<file path="src/rtl/rom_dl_if.sv">
`default_nettype none
// ============================================================================
// rom_dl_if : hps_io ioctl download port plus the registered ROM write bus.
// Revision  : 1.0
// ============================================================================
interface rom_dl_if;
    logic        ioctl_download;
    logic [7:0]  ioctl_index;
    logic        ioctl_wr;
    logic [24:0] ioctl_addr;
    logic [7:0]  ioctl_dout;

    logic [24:0] ADDR_DL;
    logic [7:0]  DATA_DL;
    logic        WR_MAIN;
    logic        WR_SND;
    logic        MAIN_LOADED;
    logic        SND_LOADED;
    logic        SIZE_ERR;
    logic        GAME_RESET;

    modport master (
        output ioctl_download, ioctl_index, ioctl_wr, ioctl_addr, ioctl_dout,
        input  ADDR_DL, DATA_DL, WR_MAIN, WR_SND,
        input  MAIN_LOADED, SND_LOADED, SIZE_ERR, GAME_RESET
    );

    modport slave (
        input  ioctl_download, ioctl_index, ioctl_wr, ioctl_addr, ioctl_dout,
        output ADDR_DL, DATA_DL, WR_MAIN, WR_SND,
        output MAIN_LOADED, SND_LOADED, SIZE_ERR, GAME_RESET
    );
endinterface
`default_nettype wire

</file>
<file path="src/rtl/rom_dl_ctrl.sv">
`default_nettype none
// ============================================================================
// rom_dl_ctrl : routes ioctl bytes to main/sound ROMs, checks image sizes and
//               holds the game in reset until both images are loaded.
// Revision    : 1.0
// ============================================================================
module rom_dl_ctrl #(
    parameter logic [24:0] MAIN_SIZE = 25'hA000,
    parameter logic [24:0] SND_SIZE  = 25'h3000,
    parameter logic [7:0]  SND_INDEX = 8'd1,
    parameter int          HOLD_CYC  = 16
) (
    input  logic      CLK,
    input  logic      RESET_N,
    rom_dl_if.slave   bus
);
    localparam int              HW        = $clog2(HOLD_CYC + 1);
    localparam logic [HW-1:0]   HOLD_INIT = HW'(HOLD_CYC);
    localparam logic [HW-1:0]   HOLD_ONE  = HW'(1);

    typedef enum logic [1:0] {
        IDLE = 2'd0,
        LOAD = 2'd1,
        HOLD = 2'd2,
        RUN  = 2'd3
    } state_t;

    state_t        state_q, state_d;
    logic [7:0]    idx_q, idx_d;
    logic [24:0]   cnt_q, cnt_d;
    logic          over_q, over_d;
    logic [HW-1:0] hold_q, hold_d;
    logic          dl_prev_q;
    logic [24:0]   addr_q, addr_d;
    logic [7:0]    data_q, data_d;
    logic          wr_main_q, wr_main_d;
    logic          wr_snd_q, wr_snd_d;
    logic          main_ld_q, main_ld_d;
    logic          snd_ld_q, snd_ld_d;
    logic          err_q, err_d;
    logic          gr_q, gr_d;

    logic        w_rise, w_fall, w_known_in, w_start, w_active;
    logic [7:0]  w_idx;
    logic        w_sel_main, w_sel_snd, w_wr;
    logic        w_wr_main, w_wr_snd, w_over;
    logic [24:0] w_exp_size;
    logic        w_img_ok, w_main_after, w_snd_after;

    assign w_rise     = bus.ioctl_download & ~dl_prev_q;
    assign w_fall     = ~bus.ioctl_download & dl_prev_q;
    assign w_known_in = (bus.ioctl_index == 8'd0) | (bus.ioctl_index == SND_INDEX);
    assign w_start    = w_rise & w_known_in & (state_q != LOAD);
    assign w_active   = (state_q == LOAD) | w_start;

    // The index is frozen at the download rise; later index changes are ignored.
    assign w_idx      = (state_q == LOAD) ? idx_q : bus.ioctl_index;
    assign w_sel_main = w_active & (w_idx == 8'd0);
    assign w_sel_snd  = w_active & (w_idx == SND_INDEX);
    assign w_wr       = bus.ioctl_wr & bus.ioctl_download;
    assign w_wr_main  = w_wr & w_sel_main & (bus.ioctl_addr < MAIN_SIZE);
    assign w_wr_snd   = w_wr & w_sel_snd  & (bus.ioctl_addr < SND_SIZE);
    assign w_over     = w_wr & ((w_sel_main & (bus.ioctl_addr >= MAIN_SIZE)) |
                                (w_sel_snd  & (bus.ioctl_addr >= SND_SIZE)));

    assign w_exp_size   = (idx_q == 8'd0) ? MAIN_SIZE : SND_SIZE;
    assign w_img_ok     = (cnt_q == w_exp_size) & ~over_q;
    assign w_main_after = (idx_q == 8'd0)    ? w_img_ok : main_ld_q;
    assign w_snd_after  = (idx_q == SND_INDEX) ? w_img_ok : snd_ld_q;

    always_comb begin
        state_d   = state_q;
        idx_d     = idx_q;
        cnt_d     = cnt_q;
        over_d    = over_q;
        hold_d    = hold_q;
        main_ld_d = main_ld_q;
        snd_ld_d  = snd_ld_q;
        err_d     = err_q;
        gr_d      = gr_q;
        addr_d    = bus.ioctl_wr ? bus.ioctl_addr : addr_q;
        data_d    = bus.ioctl_wr ? bus.ioctl_dout : data_q;
        wr_main_d = w_wr_main;
        wr_snd_d  = w_wr_snd;

        case (state_q)
            LOAD: begin
                if (w_wr_main | w_wr_snd) begin
                    cnt_d = cnt_q + 25'd1;
                end
                if (w_over) begin
                    over_d = 1'b1;
                end
                if (w_fall) begin
                    if (w_img_ok) begin
                        if (idx_q == 8'd0) main_ld_d = 1'b1;
                        else               snd_ld_d  = 1'b1;
                    end else begin
                        err_d = 1'b1;
                    end
                    if (w_main_after & w_snd_after) begin
                        state_d = HOLD;
                        hold_d  = HOLD_INIT;
                    end else begin
                        state_d = IDLE;
                    end
                end
            end
            HOLD: begin
                if (hold_q == '0) begin
                    state_d = RUN;
                    gr_d    = 1'b0;
                end else begin
                    hold_d = hold_q - HOLD_ONE;
                end
            end
            RUN:     gr_d = 1'b0;
            default: ;
        endcase

        // A new download wins over any other state, including an unfinished hold.
        if (w_start) begin
            state_d = LOAD;
            idx_d   = bus.ioctl_index;
            cnt_d   = (w_wr_main | w_wr_snd) ? 25'd1 : 25'd0;
            over_d  = w_over;
            gr_d    = 1'b1;
            if (bus.ioctl_index == 8'd0) main_ld_d = 1'b0;
            else                         snd_ld_d  = 1'b0;
        end
    end

    // dl_prev resets high so a download already running at reset release is not
    // mistaken for a fresh rise.
    always_ff @(posedge CLK or negedge RESET_N) begin
        if (!RESET_N) begin
            state_q   <= IDLE;
            idx_q     <= 8'd0;
            cnt_q     <= 25'd0;
            over_q    <= 1'b0;
            hold_q    <= '0;
            dl_prev_q <= 1'b1;
            addr_q    <= 25'd0;
            data_q    <= 8'd0;
            wr_main_q <= 1'b0;
            wr_snd_q  <= 1'b0;
            main_ld_q <= 1'b0;
            snd_ld_q  <= 1'b0;
            err_q     <= 1'b0;
            gr_q      <= 1'b1;
        end else begin
            state_q   <= state_d;
            idx_q     <= idx_d;
            cnt_q     <= cnt_d;
            over_q    <= over_d;
            hold_q    <= hold_d;
            dl_prev_q <= bus.ioctl_download;
            addr_q    <= addr_d;
            data_q    <= data_d;
            wr_main_q <= wr_main_d;
            wr_snd_q  <= wr_snd_d;
            main_ld_q <= main_ld_d;
            snd_ld_q  <= snd_ld_d;
            err_q     <= err_d;
            gr_q      <= gr_d;
        end
    end

    assign bus.ADDR_DL     = addr_q;
    assign bus.DATA_DL     = data_q;
    assign bus.WR_MAIN     = wr_main_q;
    assign bus.WR_SND      = wr_snd_q;
    assign bus.MAIN_LOADED = main_ld_q;
    assign bus.SND_LOADED  = snd_ld_q;
    assign bus.SIZE_ERR    = err_q;
    assign bus.GAME_RESET  = gr_q;

endmodule
`default_nettype wire

</file>
<file path="src/flat_wrapper.sv">
// flat-port wrapper written by rule: the top's interface ports become plain ports
module rom_dl_ctrl_flat 
#(
    parameter logic [24:0] MAIN_SIZE = 25'hA000,
    parameter logic [24:0] SND_SIZE  = 25'h3000,
    parameter logic [7:0]  SND_INDEX = 8'd1,
    parameter int          HOLD_CYC  = 16
)
  (CLK, RESET_N, bus_ioctl_download, bus_ioctl_index, bus_ioctl_wr, bus_ioctl_addr, bus_ioctl_dout, bus_ADDR_DL, bus_DATA_DL, bus_WR_MAIN, bus_WR_SND, bus_MAIN_LOADED, bus_SND_LOADED, bus_SIZE_ERR, bus_GAME_RESET);
  rom_dl_if bus_i ();
  input  logic CLK;
  input  logic RESET_N;
  input wire logic [$bits(bus_i.ioctl_download)-1:0] bus_ioctl_download;
  input wire logic [$bits(bus_i.ioctl_index)-1:0] bus_ioctl_index;
  input wire logic [$bits(bus_i.ioctl_wr)-1:0] bus_ioctl_wr;
  input wire logic [$bits(bus_i.ioctl_addr)-1:0] bus_ioctl_addr;
  input wire logic [$bits(bus_i.ioctl_dout)-1:0] bus_ioctl_dout;
  output wire logic [$bits(bus_i.ADDR_DL)-1:0] bus_ADDR_DL;
  output wire logic [$bits(bus_i.DATA_DL)-1:0] bus_DATA_DL;
  output wire logic [$bits(bus_i.WR_MAIN)-1:0] bus_WR_MAIN;
  output wire logic [$bits(bus_i.WR_SND)-1:0] bus_WR_SND;
  output wire logic [$bits(bus_i.MAIN_LOADED)-1:0] bus_MAIN_LOADED;
  output wire logic [$bits(bus_i.SND_LOADED)-1:0] bus_SND_LOADED;
  output wire logic [$bits(bus_i.SIZE_ERR)-1:0] bus_SIZE_ERR;
  output wire logic [$bits(bus_i.GAME_RESET)-1:0] bus_GAME_RESET;
  assign bus_i.ioctl_download = bus_ioctl_download;
  assign bus_i.ioctl_index = bus_ioctl_index;
  assign bus_i.ioctl_wr = bus_ioctl_wr;
  assign bus_i.ioctl_addr = bus_ioctl_addr;
  assign bus_i.ioctl_dout = bus_ioctl_dout;
  assign bus_ADDR_DL = bus_i.ADDR_DL;
  assign bus_DATA_DL = bus_i.DATA_DL;
  assign bus_WR_MAIN = bus_i.WR_MAIN;
  assign bus_WR_SND = bus_i.WR_SND;
  assign bus_MAIN_LOADED = bus_i.MAIN_LOADED;
  assign bus_SND_LOADED = bus_i.SND_LOADED;
  assign bus_SIZE_ERR = bus_i.SIZE_ERR;
  assign bus_GAME_RESET = bus_i.GAME_RESET;
  rom_dl_ctrl #(.MAIN_SIZE(MAIN_SIZE), .SND_SIZE(SND_SIZE), .SND_INDEX(SND_INDEX), .HOLD_CYC(HOLD_CYC)) u_core (.CLK(CLK), .RESET_N(RESET_N), .bus(bus_i));
endmodule
</file>
<file path="config.mk">
export PLATFORM = sky130hd
export DESIGN_NAME = rom_dl_ctrl_flat
export DESIGN_NICKNAME = d
export VERILOG_FILES = /design/src/rtl/rom_dl_if.sv /design/src/rtl/rom_dl_ctrl.sv /design/src/flat_wrapper.sv
export SDC_FILE = /design/constraint.sdc
export NUM_CORES = 1
export LEC_CHECK = 0
export ABC_AREA = 0
export BUFFER_PORTS_ARGS = -buffer_cell sky130_fd_sc_hd__buf_2
export CAP_MARGIN = 25
export CORE_ASPECT_RATIO = 0.7
export CORE_MARGIN = 2
export CORE_UTILIZATION = 55
export CTS_BUF_LIST = sky130_fd_sc_hd__clkbuf_8 sky130_fd_sc_hd__clkbuf_16
export DETAILED_ROUTE_END_ITERATION = 8
export PLACE_DENSITY = 0.91
export SETUP_SLACK_MARGIN = 0.02
export SLEW_MARGIN = 30
export SYNTH_ARGS = -nofsm -noshare
export SYNTH_HDL_FRONTEND = slang
export SYNTH_SLANG_ARGS = --single-unit
</file>
<file path="constraint.sdc">
create_clock -name CLK -period 3.05 [get_ports CLK]
set_clock_uncertainty 0.15 [all_clocks]
set_input_delay 0.61 -clock CLK [delete_from_list [all_inputs] [get_ports CLK]]
set_output_delay 0.61 -clock CLK [all_outputs]
set_load 0.1 [all_outputs]
</file>
==> impl_metrics.yaml <==
place:
  placed_area_um2: 4590
  post-dp-hpwl_mm: 7.48
  io_buffers: 83
  dp_worst_setup_slack_ns: -0.0213
  routabilityCongestion: 0.870
  place_inst: 555
synth:
  synth-xor-area-share: 0.00216
  synthAdderAreaFrac: 0.0216
  yosysUniqueCellTypes: 57
  synthFlopType: "dfrtp_1"
  netlist_area_um2: 4050
  synth_top_area_cell: "dfrtp_1"
  async_flop_share: 1.00
  synth-compound-area-share: 0.139
  synthMuxAreaShare: 0.0971
  syn-num-nets: 430
  ys_seq_elements: 81
  synth_area_leaders: "dfrtp_1 49%, mux2_2 9.5%, a21oi_1 3.2%, o21ai_0 3.0%, or3_1 2.6%"
  yosysTopAreaCellShare: 0.489
  synth_edf_count: 0
  seq_area_frac_synth: 0.502
  syn_avg_cell_area_um2: 10.7
  synth_cells: 378
  yosys_warnings: 0
  synth-simple-area-share: 0.208
  synth_top_family_by_area: "simple AND/OR/NAND/NOR gates"
floorplanning:
  rows: 26
  dieArea_um2: 8070
  die_width_um: 107
  placeableCoreArea_um2: 7220
  initial_core_util: 0.560
  pin_count: 84
  die_h_um: 75.8
clocking:
  cts-root-buf: "clkbuf_8"
  numCtsBuffers: 9
  clk_latency_ns: 0.37
  cts_tree: "done"
  ctsHtreeMaxLevel: 3
  path_clk_slew_ns: 0.09
  cts_hold_buf: 0
  clkSinkCount: 81
  cts.path.max_buffers: 2
timing:
  period_needed_ns: 2.74
  layout_setup_ws_ns: 0.309
  hold_viol: 0
  setup_viol: 0
  max_freq_mhz: 365
  maxSlewViolCount: 0
  fin_crit_sh: 0.899
  worst_pin_slew_ns: 0.729
  rsz0062_at_grt: "false"
  relSlewSlack: 0.514
critical_path:
  critical_path_class: "reg -> reg"
  crit_start: "u_core.state_q[1]"
  start_kind: "register"
  crit_path_top_delay_cell: "or3_2"
  cp_cell_sequence: "inv_1 > ha_1 > mux2_2 > o21bai_1 > buf_4 > o2111ai_2 > or3_2 > a21oi_1"
  regToRegStartpoint: "u_core.state_q[1]"
  crit_fanout: 17
  arrival_ns: 2.87
  r2r_setup_slack_ns: 0.31
  end_kind: "register"
  max_stage_delay_ns: 0.56
  cp.required_ns: 3.18
min_path:
  hp-class: "in -> async"
cells_and_area:
  mostFrequentLayoutCells: "82 x buf_2, 79 x dfrtp_1, 34 x mux2_2"
  final_cell_area_um2: 4820
  finalNetCount: 520
  mostFrequentLayoutCell: "buf_2"
  area_growth_pct: 19.2
  instances_no_fill: 571
  diodes: 0
  drive_gt1_frac: 0.334
global_route:
  antenna_found_initial: 0
  grtUsageTotal: 0.270
  overflow: 0
  grt_pass1_vias: 3406
  grt_max_degree: 82
  grt_pass1_wl_mm: 16.6
run:
  maxCapViolCount: 0
detailed_routing:
  wl_mm: 10.5
  vias: 3477
  initialDrtViolationCount: 186
  top_layer_used: "met4"
  avgRoutedWirePerCell_um: 18.4
  ant_nets: 0
  wl_met3_um: 742
  dr.pass1.iters: 4
  wl_met2_mm: 5.21
  drc: 0
  viasPerCell: 6.09
  wl_met1_mm: 4.34
pwr:
  leakage_nw: 2.12
  p_per_area_nw_per_um2: 650
  ir_worst_vdd_uv: 471
  power_w: 0.00314
outcome:
  status: "finished clean"
-- metal layers --
layer  vias up  global-route usage
met3        26              0.0855
met2       136               0.464
li1       1610                   -
met1      1705               0.333
met5         -                   0
met4         0              0.0938
-- area by class of cell --
cell class	count	area, um^2
clock inverter	7	100
tap	98	123
multi-input combinational	269	1900
clock buffer	9	124
inverter	14	52.6
fill	541	2400
timing repair buffer	93	497
sequential	81	2030
-- registers in the layout, indices dropped and copies added, names as in the netlist, 2 cells and up --
name / count
u_core.cnt_q: 25
u_core.idx_q: 8
u_core.bus.DATA_DL: 8
u_core.bus.ADDR_DL: 25
u_core.hold_q: 5
u_core.state_q: 2
-- cells by family (layout without fill, tap and decap cells) --
family,Yosys count,count (layout)
adder cells (fa/ha/maj),7,7
multiplexers,35,35
AND/OR/NAND/NOR,139,139
buffers and inverters,28,123
XOR/XNOR,1,1
AO/OA/AOI/OAI,87,87
flip-flops,81,81
-- final timing paths --
| kind | endpoint | depth (start not counted) |
|---|---|---|
| worst max-delay path | u_core.cnt_q[5] | 8 |
| worst min register to register | u_core.bus.SIZE_ERR | 1 |
| max in group asynchronous | u_core.hold_q[1] | 1 |
| worst min-delay path | u_core.cnt_q[6] | 1 |
| min in group CLK | u_core.dl_prev_q | 1 |
| worst max register to register | u_core.cnt_q[5] | 8 |
-- cell usage after synthesis, types with 8 or more instances --
master / instances
or3_1: 17
clkbuf_1: 8
nor4_1: 10
mux2_2: 34
o21ai_0: 24
and2_1: 9
nand4_1: 9
a21oi_1: 26
nand3_1: 13
dfrtp_1: 79
inv_1: 14
nor2_1: 13
nand2_1: 23
-- worst max-delay path, delay by kind of cell (launching register included) --
family | cells | cell delay [ns]
and+or+nand+nor | 1 | 0.56
adders and majority gates | 1 | 0.17
buffers and inverters | 2 | 0.25
DFF | 1 | 0.42
AOI/OAI and AO/OA | 3 | 0.69
muxes | 1 | 0.41
-- power breakdown --
part / switching [W] / total, W / leakage [nW] / internal (W)
Clock: 0.000427 / 0.000895 / 0.114 / 0.000468
Sequential: 0.0000854 / 0.00125 / 1.02 / 0.00117
Combinational: 0.000716 / 0.000988 / 0.987 / 0.000272
-- timing repair --
item,in CTS,in global routing
buffers inserted,0,0
endpoints found under the setup margin,0,1
gates resized for setup,0,1
-- stage by stage --
step,TNS [ns],hold slack (ns),util
CTS,0,0.227,0.667
floorplan,0,0.164,-
global placement,0,0.312,0.636
detailed placement,-0.0309,0.311,0.636
global route,0,0.190,0.668
finish,0,0.119,0.668
Power figures use the tool's default switching activity.
